<file path="config.mk">
export PLATFORM = sky130hd
export DESIGN_NAME = mux8_rr_arbiter
export DESIGN_NICKNAME = d
export VERILOG_FILES = /design/src/rtl/mux8_arb_pkg.sv /design/src/rtl/mux8.sv /design/src/rtl/rr_pick8.sv /design/src/rtl/mux8_rr_arbiter.sv
export SDC_FILE = /design/constraint.sdc
export NUM_CORES = 1
export LEC_CHECK = 0
export CAP_MARGIN = 20
export CORE_ASPECT_RATIO = 1.1
export CORE_MARGIN = 4
export CORE_UTILIZATION = 29
export DETAILED_ROUTE_END_ITERATION = 6
export HOLD_SLACK_MARGIN = 0.15
export SLEW_MARGIN = 25
export SYNTH_ARGS = -nofsm -noshare
export SYNTH_HDL_FRONTEND = slang
export SYNTH_HIERARCHICAL = 1
export SYNTH_SLANG_ARGS = --single-unit
</file>
<file path="constraint.sdc">
create_clock -name clk -period 6 [get_ports clk]
set_input_delay 1.2 -clock clk [delete_from_list [all_inputs] [get_ports clk]]
set_output_delay 1.2 -clock clk [all_outputs]
set_load 0.005 [all_outputs]
</file>
<file path="src/rtl/mux8_arb_pkg.sv">
// mux8_arb_pkg: shared sizes and state encoding for the round-robin mux arbiter
package mux8_arb_pkg;
  localparam int N_REQ = 8;
  localparam int SEL_W = 3;
  typedef enum logic {ARB_IDLE, ARB_GRANT} arb_state_t;
endpackage

</file>
<file path="src/rtl/mux8.sv">
// mux8: gate-level 8:1 single-bit mux built from decoded and-or terms
module mux8 (
  input  logic [7:0] i,
  input  logic [2:0] sel,
  output logic       y
);
  logic [7:0] term;
  for (genvar g = 0; g < 8; g++) begin : g_term
    assign term[g] = i[g] & (sel == 3'(g));
  end
  assign y = |term;
endmodule

</file>
<file path="src/rtl/rr_pick8.sv">
// rr_pick8: combinational round-robin pick, first set req bit scanning from ptr upward with wrap
import mux8_arb_pkg::*;
module rr_pick8 (
  input  logic [N_REQ-1:0] req,
  input  logic [SEL_W-1:0] ptr,
  output logic [SEL_W-1:0] idx,
  output logic [N_REQ-1:0] onehot,
  output logic             any
);
  logic [N_REQ-1:0] rot;
  logic [SEL_W-1:0] off;
  assign rot = N_REQ'({req, req} >> ptr);
  always_comb begin
    off = '0;
    for (int k = N_REQ - 1; k >= 0; k--) if (rot[k]) off = SEL_W'(k);
  end
  assign any    = |req;
  assign idx    = off + ptr;
  assign onehot = any ? N_REQ'(1) << idx : '0;
endmodule

</file>
<file path="src/rtl/mux8_rr_arbiter.sv">
// mux8_rr_arbiter: round-robin arbiter sharing one 8:1 mux; registered grant, select, data and valid.
// Define ARB_TIMEOUT_EN to force release after MAX_HOLD consecutive grant cycles.
import mux8_arb_pkg::*;
module mux8_rr_arbiter #(
  parameter int MAX_HOLD = 4,
  parameter int HOLD_W   = 3
) (
  input  logic             clk,
  input  logic             rst,
  input  logic [N_REQ-1:0] req,
  input  logic [N_REQ-1:0] i,
  output logic [N_REQ-1:0] gnt,
  output logic [SEL_W-1:0] sel,
  output logic             y,
  output logic             valid,
  output logic             busy
);
  if (MAX_HOLD < 1 || MAX_HOLD > 8 || (2 ** HOLD_W) < MAX_HOLD) begin : g_bad_cfg
    $error("mux8_rr_arbiter: illegal MAX_HOLD/HOLD_W");
  end
  arb_state_t       state_q, state_d;
  logic [N_REQ-1:0] gnt_q, gnt_d, pick_oh;
  logic [SEL_W-1:0] sel_q, sel_d, ptr_q, ptr_d, pick_ptr, pick_idx;
  logic [HOLD_W-1:0] hold_q, hold_d;
  logic             y_q, y_d, valid_q, valid_d, pick_any, mux_y, timeout, rel;
`ifdef ARB_TIMEOUT_EN
  assign timeout = hold_q == HOLD_W'(MAX_HOLD - 1);
`else
  assign timeout = 1'b0;
`endif
  assign rel      = state_q == ARB_GRANT && (!req[sel_q] || timeout);
  // On release the search starts just past the outgoing owner, so it is re-arbitrated in the same edge.
  assign pick_ptr = state_q == ARB_GRANT ? sel_q + 3'd1 : ptr_q;
  rr_pick8 u_pick (.req(req), .ptr(pick_ptr), .idx(pick_idx), .onehot(pick_oh), .any(pick_any));
  mux8 u_mux (.i(i), .sel(sel_q), .y(mux_y));
  always_comb begin
    state_d = state_q;
    gnt_d   = gnt_q;
    sel_d   = sel_q;
    y_d     = y_q;
    valid_d = valid_q;
    ptr_d   = ptr_q;
    hold_d  = hold_q;
    if (state_q == ARB_IDLE) begin
      gnt_d   = '0;
      valid_d = 1'b0;
      if (pick_any) begin
        state_d = ARB_GRANT;
        gnt_d   = pick_oh;
        sel_d   = pick_idx;
        hold_d  = '0;
      end
    end else begin
      y_d     = mux_y;
      valid_d = 1'b1;
      hold_d  = &hold_q ? hold_q : hold_q + 1'b1;
      if (rel) begin
        ptr_d = sel_q + 3'd1;
        if (pick_any) begin
          gnt_d  = pick_oh;
          sel_d  = pick_idx;
          hold_d = '0;
        end else begin
          state_d = ARB_IDLE;
          gnt_d   = '0;
          valid_d = 1'b0;
          y_d     = y_q;
        end
      end
    end
  end
  always_ff @(posedge clk) begin
    if (rst) begin
      state_q <= ARB_IDLE;
      gnt_q   <= '0;
      sel_q   <= '0;
      y_q     <= 1'b0;
      valid_q <= 1'b0;
      ptr_q   <= '0;
      hold_q  <= '0;
    end else begin
      state_q <= state_d;
      gnt_q   <= gnt_d;
      sel_q   <= sel_d;
      y_q     <= y_d;
      valid_q <= valid_d;
      ptr_q   <= ptr_d;
      hold_q  <= hold_d;
    end
  end
  assign gnt   = gnt_q;
  assign sel   = sel_q;
  assign y     = y_q;
  assign valid = valid_q;
  assign busy  = state_q == ARB_GRANT;
endmodule

</file>
==> metrics.md, run 1 <==
| Metric | Value |
|---|---|
| Core outline area | 0.00588 sq mm |
| Critical path launch point type | input pin |
| CTS root buf | clkbuf_8 |
| Initial Utilization | 0.305 |
| Most frequent cells in the layout | 31 x clkdlybuf4s50_1, 17 x dfxtp_1, 15 x a21oi_1 |
| H-tree depth | 1 |
| Vias in the first global route | 1,489 |
| Crit path max fanout | 10 |
| Largest family of logic cells by synthesized area | multiplexers |
| Status | completed |
| Cells after Synth | 188 |
| Grt total ovfl | 0 |
| First-pass GRT wire length | 7220 um |
| Critical R2R Capture | gnt[6] |
| N_diodes | 0 |
| CTS tree | done |
| Final WL | 4020 um |
| CTS clk-pin slew, worst paths | 0.07 ns |
| Synth top area share | 0.190 |
| CP dominant cell by count | a21oi_1 |
| Cts bufs inserted | 3 |
| Post-cts sizing count | 0 |
| Clock Skew | 0.00387 ns |
| DPL Wire Length | 2850 um |
| Die ar. | 0.00751 sq mm |
| Reg2reg setup slack | 1.54 ns |
| GRT met3 Usage | 0.0246 |
| Slew Viols, Final | 0 |
| Met1 GRT Util | 0.153 |
| Syn Area/Cell | 9.54 sq um |
| Crit. End Element | flop |
| Synth unique cells | 46 |
| Hold Path Depth | 2 |
| Worst path depth | 12 |
| Final hold violations | 0 |
| Critical path type | input pin to flop |
| Worst Hold Class | flop to flop |
| Gp weighted congestion | 0.732 |
| Worst-Skew Late Latency | 0.25 ns |
| I/O Pins | 32 |
| WP data arrival | 4.65 ns |
| Wire per inst | 14.0 um |
| Chip Width | 83.0 um |
| Largest net degree at the start of global routing | 28 |
| Worst r2r src | sel[0] |
| Design area | 0.00218 sq mm |
| Most common cell after layout, fill and taps aside | clkdlybuf4s50_1 |
| Placed Area | 0.00214 sq mm |
| Synth Area in XOR/XNOR | 0.0188 |
| # rows | 29 |
| Synthesized flop and latch total | 17 |
| Worst vdd ir | 0.000172 V |
| Placed Cells | 283 |
| Input/output buffers | 31 |
| Remaining DRCs | 0 |
| Register-to-Register Path Depth | 15 |
| Rel. slew slack | 0.413 |
| Synth warn | 6 |
| Worst Hold Path EP | gnt[3] |
| Worst slew pin tran | 0.877 ns |
| Global-route usage over all layers | 0.110 |
| CP required | 6.17 ns |
| CP peak stage delay | 0.64 ns |
| Area Overhead vs Synth | 21.8% |
| Clk sink count | 17 |
| Crit-path cells | clkdlybuf4s50_1 > nor2_1 > mux4_1 > a21oi_1 > a21oi_1 > or2_2 > fa_1 > xor2_1 > xnor2_2 > nor4b_1 > o211ai_1 > a21oi_1 |
| Final setup vio count | 0 |
| Synth Cell Area | 0.00179 sq mm |
| Async S/R FF share, synth | 0 |
| Pleak | 0.741 nW |
| RSZ-0062 raised after global routing | no |
| WP buf/inv | 1 |
| Synth Area in Compound Gates | 0.160 |
| Nets | 232 |
| Post-Synthesis Net Count | 209 |
| Layout cells sized above 1 | 0.124 |
| Die Y-Extent | 90.5 um |
| # hold bufs at CTS | 0 |
| Max-cap violations | 0 |
| Seq/Total Area, Yosys | 0.190 |
| Final period util | 0.747 |
| Vias | 1,565 |
| Post-synth EDFFs | 0 |
| Filler Cells Inserted | 625 |
| Met2 Usage GRT | 0.176 |
| Final TNS setup | 0 ns |
| First drt pass iteration count | 4 |
| Post-synth top flop | dfxtp_1 |
| Max Freq | 0.223 GHz |
| Post-Synth Adder-Cell Area | 0.0251 |
| Synth Area in Simple Gates | 0.196 |
| Tmin final | 4.48 ns |
| Pwr per Cell Area | 425 mW/mm^2 |
| Min-delay src | gnt[3] |
| Detail Route Antenna Nets | 0 |
| Fin cells | 287 |
| Slowest stage cell, crit path | clkdlybuf4s50_1 |
| Initial antenna violation count | 0 |
| Yosys top cell by area | dfxtp_1 |
| Top post-synthesis cells by area | dfxtp_1 19%, mux4_1 12%, mux4_2 10% |
| Post-CTS Setup Bufs | 0 |
| First DRT Iteration DRCs | 160 |
| Worst path top cell family by delay | simple AND/OR/NAND/NOR gates |
| Mux contribution to synthesized area | 0.351 |
| Longest Clk Path Bufs | 2 |
| Vias per cell | 5.45 |
| GR peak layer | met2 |
metal layers:
metal,routed length [um],share of wire
met2,1970,0.49
met4,14,0.0035
met1,1860,0.46
met5,0,0
met3,171,0.043
flip-flops by register name (all words and copies together), names as in the netlist:
signal and flops:
gnt 8, y 1, ptr_q 3, valid 1
busy 1, sel 3
synth_stat cells (5+ instances only):
library cell	n
inv_1	5
nor3b_1	5
nor2_1	14
a21oi_1	15
nor3_1	6
a31oi_1	5
nand3_1	9
mux2_2	6
mux4_1	8
dfxtp_1	17
nand2_1	6
o211ai_1	8
mux2i_1	13
mux4_2	8
clkbuf_1	10
cell families (layout without fill, tap and decap cells):
| logic type | after synthesis | count (layout) |
|---|---|---|
| and+or+nand+nor | 62 | 62 |
| AOI/OAI and AO/OA | 43 | 43 |
| muxes | 38 | 38 |
| buffers and inverters | 22 | 44 |
| DFF | 17 | 17 |
| adders and majority gates | 3 | 3 |
| xor gates and xnor gates | 3 | 3 |
tightest hold or removal path, cell delays in order, from the launching register on:
cell	delay (ns)
dfxtp_1	0.31
nand3_1	0.06
a21oi_1	0.05
report_power, final:
part,internal (W),leakage [nW],switching [W]
clock network,0.0000471,0.0228,0.0000392
registers,0.000152,0.140,0.0000410
logic,0.000331,0.579,0.000317
how the worst max path moves through the flow:
stage                     startpoint     end  slack (ns)
final                         req[4]  gnt[6]        1.52
after CTS                     sel[0]  gnt[6]        1.50
after detailed placement      req[1]  gnt[6]        1.25
after global placement        req[1]  gnt[4]        1.28
after floorplan                 busy  gnt[6]        2.10
after global routing          sel[0]  gnt[4]        1.08
through the flow:
step / hold WS [ns] / util / setup slack (ns) / power, W
final: 0.463 / 0.372 / 1.52 / 0.000928
after CTS: 0.468 / 0.372 / 1.50 / 0.000939
after global routing: 0.491 / 0.372 / 1.08 / 0.00102
after detailed placement: 0.459 / 0.364 / 1.25 / 0.000850
after floorplan: 0.444 / - / 2.10 / 0.000692
after global placement: 0.455 / 0.364 / 1.28 / 0.000845
cell type report:
cell class	instances	area (sq um)	share of cell area
Sequential cell	17	340	0.156
Inverter	6	22.5	0.0103
Clock buffer	4	45.0	0.0206
Timing Repair Buffer	34	333	0.152
Tap cell	77	96.3	0.0441
Multi-Input combinational cell	149	1350	0.617
No activity file was read; power rests on OpenSTA's default activity.
==> run 2: changes to the inputs <==
- clock period: 6 -> 4 ns (I/O delays scaled with it)
==> run 2 against run 1 <==
Sequential power rose by 32%. Wire length rose by 14%. Hold slack improved by 0.0027 ns. Clock skew fell by 0.0024 ns. Clock power rose by 49%. Via count rose by 9.5%. Critical path depth rose by 4. Critical endpoint is now gnt[5]. Largest power group unchanged.
==> metrics.md, run 2 (same netlist as run 1, synthesis figures left out) <==
| Metric | Value |
|---|---|
| Worst-Skew Late Latency | 0.25 ns (about the same) |
| DPL Wire Length | 3320 um (was 2850 um) |
| Initial antenna violation count | 0 (unchanged) |
| Vias in the first global route | 1,635 (was 1,489) |
| Final TNS setup | 0 ns (unchanged) |
| Most common cell after layout, fill and taps aside | buf_4 (was clkdlybuf4s50_1) |
| Clk sink count | 17 (unchanged) |
| Worst vdd ir | 0.000284 V (was 0.000172 V) |
| Clock share of power | 0.081 (was 0.093) |
| Max-cap violations | 0 (unchanged) |
| First drt pass iteration count | 6 (was 4) |
| Vias per cell | 5.32 (was 5.45) |
| First-pass GRT wire length | 7710 um (was 7220 um) |
| Comb pwr share | 0.760 (was 0.699) |
| Status | completed (unchanged) |
| Longest Clk Path Bufs | 2 (unchanged) |
| P_int | 0.000946 W (was 0.000530 W) |
| Crit. End Element | flop (unchanged) |
| Net switching power | 0.000651 W (was 0.000397 W) |
| # rows | 29 (unchanged) |
| Critical path type | flop to flop (was input pin to flop) |
| Pwr per Cell Area | 644 mW/mm^2 (was 425 mW/mm^2) |
| H-tree depth | 1 (unchanged) |
| CTS root buf | clkbuf_8 (unchanged) |
| # hold bufs at CTS | 0 (unchanged) |
| Filler Cells Inserted | 585 (was 625) |
| Layout cells sized above 1 | 0.261 (was 0.124) |
| Gp weighted congestion | 0.746 (was 0.732) |
| First DRT Iteration DRCs | 143 (was 160) |
| Final hold violations | 0 (unchanged) |
| Core outline area | 0.00588 sq mm (unchanged) |
| Detail Route Antenna Nets | 0 (unchanged) |
| Rel. slew slack | 0.628 (was 0.413) |
| WP data arrival | 3.95 ns (was 4.65 ns) |
| Wire per inst | 14.2 um (was 14.0 um) |
| Remaining DRCs | 0 (unchanged) |
| Clock Skew | 0.00148 ns (was 0.00387 ns) |
| Global-route usage over all layers | 0.118 (was 0.110) |
| Post-layout util | 0.422 (was 0.372) |
| Initial Utilization | 0.305 (unchanged) |
| CTS tree | done (unchanged) |
| N_diodes | 0 (unchanged) |
| Flop pwr share | 0.159 (was 0.208) |
| Sw Share | 0.408 (was 0.428) |
| Die ar. | 0.00751 sq mm (unchanged) |
| Cts bufs inserted | 3 (unchanged) |
| Final period util | 0.946 |
| Tmin final | 3.78 ns |
| Input/output buffers | 31 (unchanged) |
| Die Y-Extent | 90.5 um (unchanged) |
| CTS clk-pin slew, worst paths | 0.07 ns (about the same) |
| Area Overhead vs Synth | 38.4% (was 21.8%) |
| Most frequent cells in the layout | 38 x buf_4, 23 x clkdlybuf4s50_1, 17 x dfxtp_1 (was 31 x clkdlybuf4s50_1, 17 x dfxtp_1, 15 x a21oi_1) |
| Final WL | 4560 um (was 4020 um) |
| Final setup vio count | 0 (unchanged) |
| RSZ-0062 raised after global routing | no (unchanged) |
| Max Freq | 0.264 GHz |
| Worst slew pin tran | 0.557 ns (was 0.877 ns) |
| Grt total ovfl | 0 (unchanged) |
| Pleak | 0.996 nW (was 0.741 nW) |
| Max reg flops | 8 (unchanged) |
| Largest net degree at the start of global routing | 21 (was 28) |
| Slew Viols, Final | 0 (unchanged) |
| Worst Hold Class | flop to flop (unchanged) |
| Crit path max fanout | 10 (unchanged) |
| Vias | 1,714 (was 1,565) |
| Nets | 267 (was 232) |
| Critical path launch point type | flop (was input pin) |
| I/O Pins | 32 (unchanged) |
| CP required | 4.17 ns (was 6.17 ns) |
| Chip Width | 83.0 um (unchanged) |
-- run 2: final cells by class --
type,count,area (sq um),area share
Clock inverter,1,5.00,0.00202
Timing Repair Buffer,69,616,0.248
Sequential cell,17,340,0.137
Clock buffer,3,41.3,0.0166
Inverter,6,22.5,0.00907
Tap cell,77,96.3,0.0388
Multi-Input combinational cell,149,1360,0.548
-- run 2: timing repair --
action                                  in CTS  in global routing
endpoints found under the setup margin       0                  8
resized for setup                            0                 12
setup buffers                                0                  4
-- run 2: path summary, 6_finish.rpt --
path	cells past startpoint	startpoint	end	slack, ns
min	2	gnt[3]	gnt[3]	0.47
max	16	sel[0]	gnt[5]	0.22
max reg2reg	16	sel[0]	gnt[5]	0.22
min reg2reg	2	gnt[3]	gnt[3]	0.47
-- run 2: critical path, cell delays in order, from the launching register on --
cell	delay, ns
dfxtp_1	0.32
ha_1	0.30
mux2_4	0.24
buf_4	0.22
mux4_1	0.63
and3b_1	0.24
o21ai_0	0.07
nand2_1	0.08
ha_1	0.14
inv_1	0.04
fa_1	0.36
xor2_1	0.18
xnor2_2	0.26
buf_4	0.17
and4_1	0.19
o211ai_1	0.09
a21oi_1	0.17
-- run 2: routing by layer --
metal	track usage	vias to the layer above	wire length (um)
met2	0.204	28	2220
li1	-	852	-
met5	0	-	0
met3	0.0237	2	156
met1	0.156	832	2160
met4	0.0163	0	26
-- run 2: metrics by stage --
stage | setup WS (ns) | hold WS [ns] | std cells | area, sq um | power (W)
detailed placement | -0.162 | 0.461 | 314 | 2370 | 0.00143
floorplan | 0.0964 | 0.444 | 188 | 1790 | 0.00104
CTS | 0.0920 | 0.469 | 318 | 2420 | 0.00157
finish | 0.218 | 0.466 | 322 | 2480 | 0.00160
global route | 0.0189 | 0.494 | 322 | 2480 | 0.00173
global placement | -0.131 | 0.455 | 314 | 2370 | 0.00142
-- run 2: power by group through the flow --
stage	logic, W	registers, W	clock network (W)
3_3_place_gp	0.00116	0.000258	0
4_1_cts	0.00118	0.000255	0.000134
6_report	0.00121	0.000255	0.000129
5_1_grt	0.00133	0.000261	0.000142
2_1_floorplan	0.000762	0.000277	0
3_5_place_dp	0.00117	0.000258	0
==> run 3: changes to the inputs <==
- CAP_MARGIN: 20 -> 15
- clock period: 4 -> 3.5 ns (I/O delays scaled with it)
==> run 3 against run 2 <==
The run now ends with negative setup slack left. Sequential power increased by 19%. Combinational power increased by 45%. Clock power grew 17%.
==> metrics.md, run 3 (same netlist as run 1, synthesis figures left out) <==
| Metric | Value |
|---|---|
| Area Overhead vs Synth | 51.3% (was 38.4%) |
| Most frequent cells in the layout | 46 x buf_4, 23 x clkdlybuf4s50_1, 14 x dfxtp_1 (was 38 x buf_4, 23 x clkdlybuf4s50_1, 17 x dfxtp_1) |
| Worst Hold Path EP | gnt[0] (was gnt[3]) |
| Reg2reg setup slack | -0.08 ns (was 0.22 ns) |
| Register area | 349 sq um (was 340 sq um) |
| RSZ-0062 raised after global routing | yes (was no) |
| Gp weighted congestion | 0.791 (was 0.746) |
| DPL Wire Length | 3540 um (was 3320 um) |
| Fin cells | 336 (was 322) |
| Core outline area | 0.00588 sq mm (unchanged) |
| Final TNS setup | -0.421 ns (was 0 ns) |
| Vias | 1,858 (was 1,714) |
| Design area | 0.00271 sq mm (was 0.00248 sq mm) |
| Final setup vio count | 8 (was 0) |
| CTS tree | done (unchanged) |
| Longest Clk Path Bufs | 2 (unchanged) |
| Worst slew pin tran | 0.536 ns (was 0.557 ns) |
| Hold Path Depth | 2 (unchanged) |
| # rows | 29 (unchanged) |
| Crit. End Element | flop (unchanged) |
| Status | complete, but fails checks (was completed) |
| Slowest stage cell, crit path | mux4_1 (unchanged) |
| First-pass GRT wire length | 8470 um (was 7710 um) |
| Pleak | 1.02 nW (was 0.996 nW) |
| CTS clk-pin slew, worst paths | 0.07 ns (about the same) |
| Final WL | 4980 um (was 4560 um) |
| Nets | 281 (was 267) |
| Min-delay src | gnt[0] (was gnt[3]) |
| Critical path type | flop to flop (unchanged) |
| I/O Pins | 32 (unchanged) |
| N_diodes | 0 (unchanged) |
| Most common cell after layout, fill and taps aside | buf_4 (unchanged) |
| Worst Hold Class | flop to flop (unchanged) |
| Die Y-Extent | 90.5 um (unchanged) |
| Cts bufs inserted | 3 (unchanged) |
| Worst vdd ir | 0.000382 V (was 0.000284 V) |
| Grt total ovfl | 0 (unchanged) |
| Failing checks | negative setup slack |
| Max reg flops | 8 (unchanged) |
| Placed Cells | 324 (was 314) |
| Placed Area | 0.00251 sq mm (was 0.00237 sq mm) |
| Chip Width | 83.0 um (unchanged) |
| Pwr per Cell Area | 812 mW/mm^2 (was 644 mW/mm^2) |
| WP data arrival | 3.77 ns (was 3.95 ns) |
| Rel. slew slack | 0.642 (was 0.628) |
| Input/output buffers | 31 (unchanged) |
| Largest net degree at the start of global routing | 18 (was 21) |
| Register-to-Register Path Depth | 13 (was 16) |
| CP dominant cell by count | a21oi_1 |
| Global-route usage over all layers | 0.133 (was 0.118) |
| Detail Route Antenna Nets | 0 (unchanged) |
| Remaining DRCs | 0 (unchanged) |
| CTS root buf | clkbuf_8 (unchanged) |
| Initial Utilization | 0.305 (unchanged) |
| Wire per inst | 14.8 um (was 14.2 um) |
| # hold bufs at CTS | 0 (unchanged) |
| Area of the multi-input gates | 0.00150 sq mm (was 0.00136 sq mm) |
| Tmin final | 3.58 ns (was 3.78 ns) |
| Vias in the first global route | 1,871 (was 1,635) |
| Crit path max fanout | 7 (was 10) |
| Layout cells sized above 1 | 0.421 (was 0.261) |
| Critical path launch point type | flop (unchanged) |
| Initial antenna violation count | 0 (unchanged) |
| Slew Viols, Final | 0 (unchanged) |
| Max-cap violations | 0 (unchanged) |
| Die ar. | 0.00751 sq mm (unchanged) |
| Worst-Skew Late Latency | 0.26 ns (was 0.25 ns) |
| H-tree depth | 1 (unchanged) |
| Worst r2r src | sel[0] (unchanged) |
| Final period util | 1.02 (was 0.946) |
| Max Freq | 0.279 GHz (was 0.264 GHz) |
| Final worst slack | -0.0811 ns (was 0.218 ns) |
| Final hold violations | 0 (unchanged) |
| Crit-path cells | ha_4 > mux2_2 > buf_4 > mux4_1 > mux2i_1 > a21oi_1 > or2_2 > fa_2 > xor2_2 > xnor2_2 > nor4b_4 > o211ai_1 > a21oi_1 (was ha_1 > mux2_4 > buf_4 > mux4_1 > and3b_1 > o21ai_0 > nand2_1 > ha_1 > inv_1 > fa_1 > xor2_1 > xnor2_2 > buf_4 > and4_1 > o211ai_1 > a21oi_1) |
| First drt pass iteration count | 4 (was 6) |
| Worst path top cell family by delay | multiplexers (unchanged) |
| Clk sink count | 17 (unchanged) |
| Vias per cell | 5.53 (was 5.32) |
| Filler Cells Inserted | 577 (was 585) |
| Critical R2R Capture | gnt[4] (was gnt[5]) |
| Clock Skew | 0.00423 ns (was 0.00148 ns) |
| CP peak stage delay | 0.58 ns (was 0.63 ns) |
| CP required | 3.69 ns (was 4.17 ns) |
| First DRT Iteration DRCs | 92 (was 143) |
| WP buf/inv | 1 (was 3) |
==> run 3: changes by cell type in the layout (fill, tap and decap cells not counted), sizes merged <==
cell / previous run / this run
buf: 38 / 51
dlygate4sd2: 0 / 8
dlymetal6s2s: 8 / 0
mux2: 9 / 10
==> run 3: repair_timing <==
| item | 4_1_cts | 5_1_grt |
|---|---|---|
| hold endpoints to repair | 0 | 0 |
| resized for setup | 23 | 12 |
| endpoints found under the setup margin | 10 | 10 |
| cloned | 1 | 0 |
| setup buffers | 6 | 2 |
| pin swaps | 13 | 8 |
==> run 3: final cells by class <==
class / instances / share of cell area
multi-input cells: 150 / 0.551
inverters: 6 / 0.00922
flip-flops and latches: 17 / 0.129
clock buffers: 3 / 0.0152
repair buffers: 82 / 0.259
clock inverters: 1 / 0.00184
well taps: 77 / 0.0355
==> run 3: stage by stage <==
step                setup WS, ns  hold slack (ns)  total power, W   util
CTS                      -0.0897            0.471         0.00206  0.451
finish                   -0.0811            0.469         0.00220  0.462
detailed placement        -0.525            0.461         0.00176  0.428
global route              -0.335            0.492         0.00237  0.462
global placement          -0.539            0.454         0.00174  0.428
floorplan                -0.0677            0.453         0.00128      -
==> run 3: worst max path at each step <==
stage,from,endpoint,cells past startpoint
detailed placement,req[4],gnt[4],13
floorplan,sel[1],gnt[6],18
global route,sel[1],gnt[4],18
global placement,req[4],gnt[2],14
finish,sel[0],gnt[4],13
CTS,sel[1],gnt[4],15
==> run 3: layer usage <==
metal  wire length (um)  GRT usage
met4                103     0.0531
met2               2550      0.239
met3                162     0.0164
met1               2170      0.159
met5                  0          0
==> run 3: report_power, final <==
group          internal, W  switching (W)
Sequential        0.000265      0.0000384
Combinational     0.000946       0.000804
Clock            0.0000791      0.0000715
Total              0.00129       0.000914
==> run 3: worst reg2reg max path, stage by stage, from the launching register on <==
cell and delay, ns:
dfxtp_4 0.35, ha_4 0.28, mux2_2 0.26, buf_4 0.17, mux4_1 0.58, mux2i_1 0.15, a21oi_1 0.07, or2_2 0.29
fa_2 0.37, xor2_2 0.16, xnor2_2 0.30, nor4b_4 0.26, o211ai_1 0.12, a21oi_1 0.14
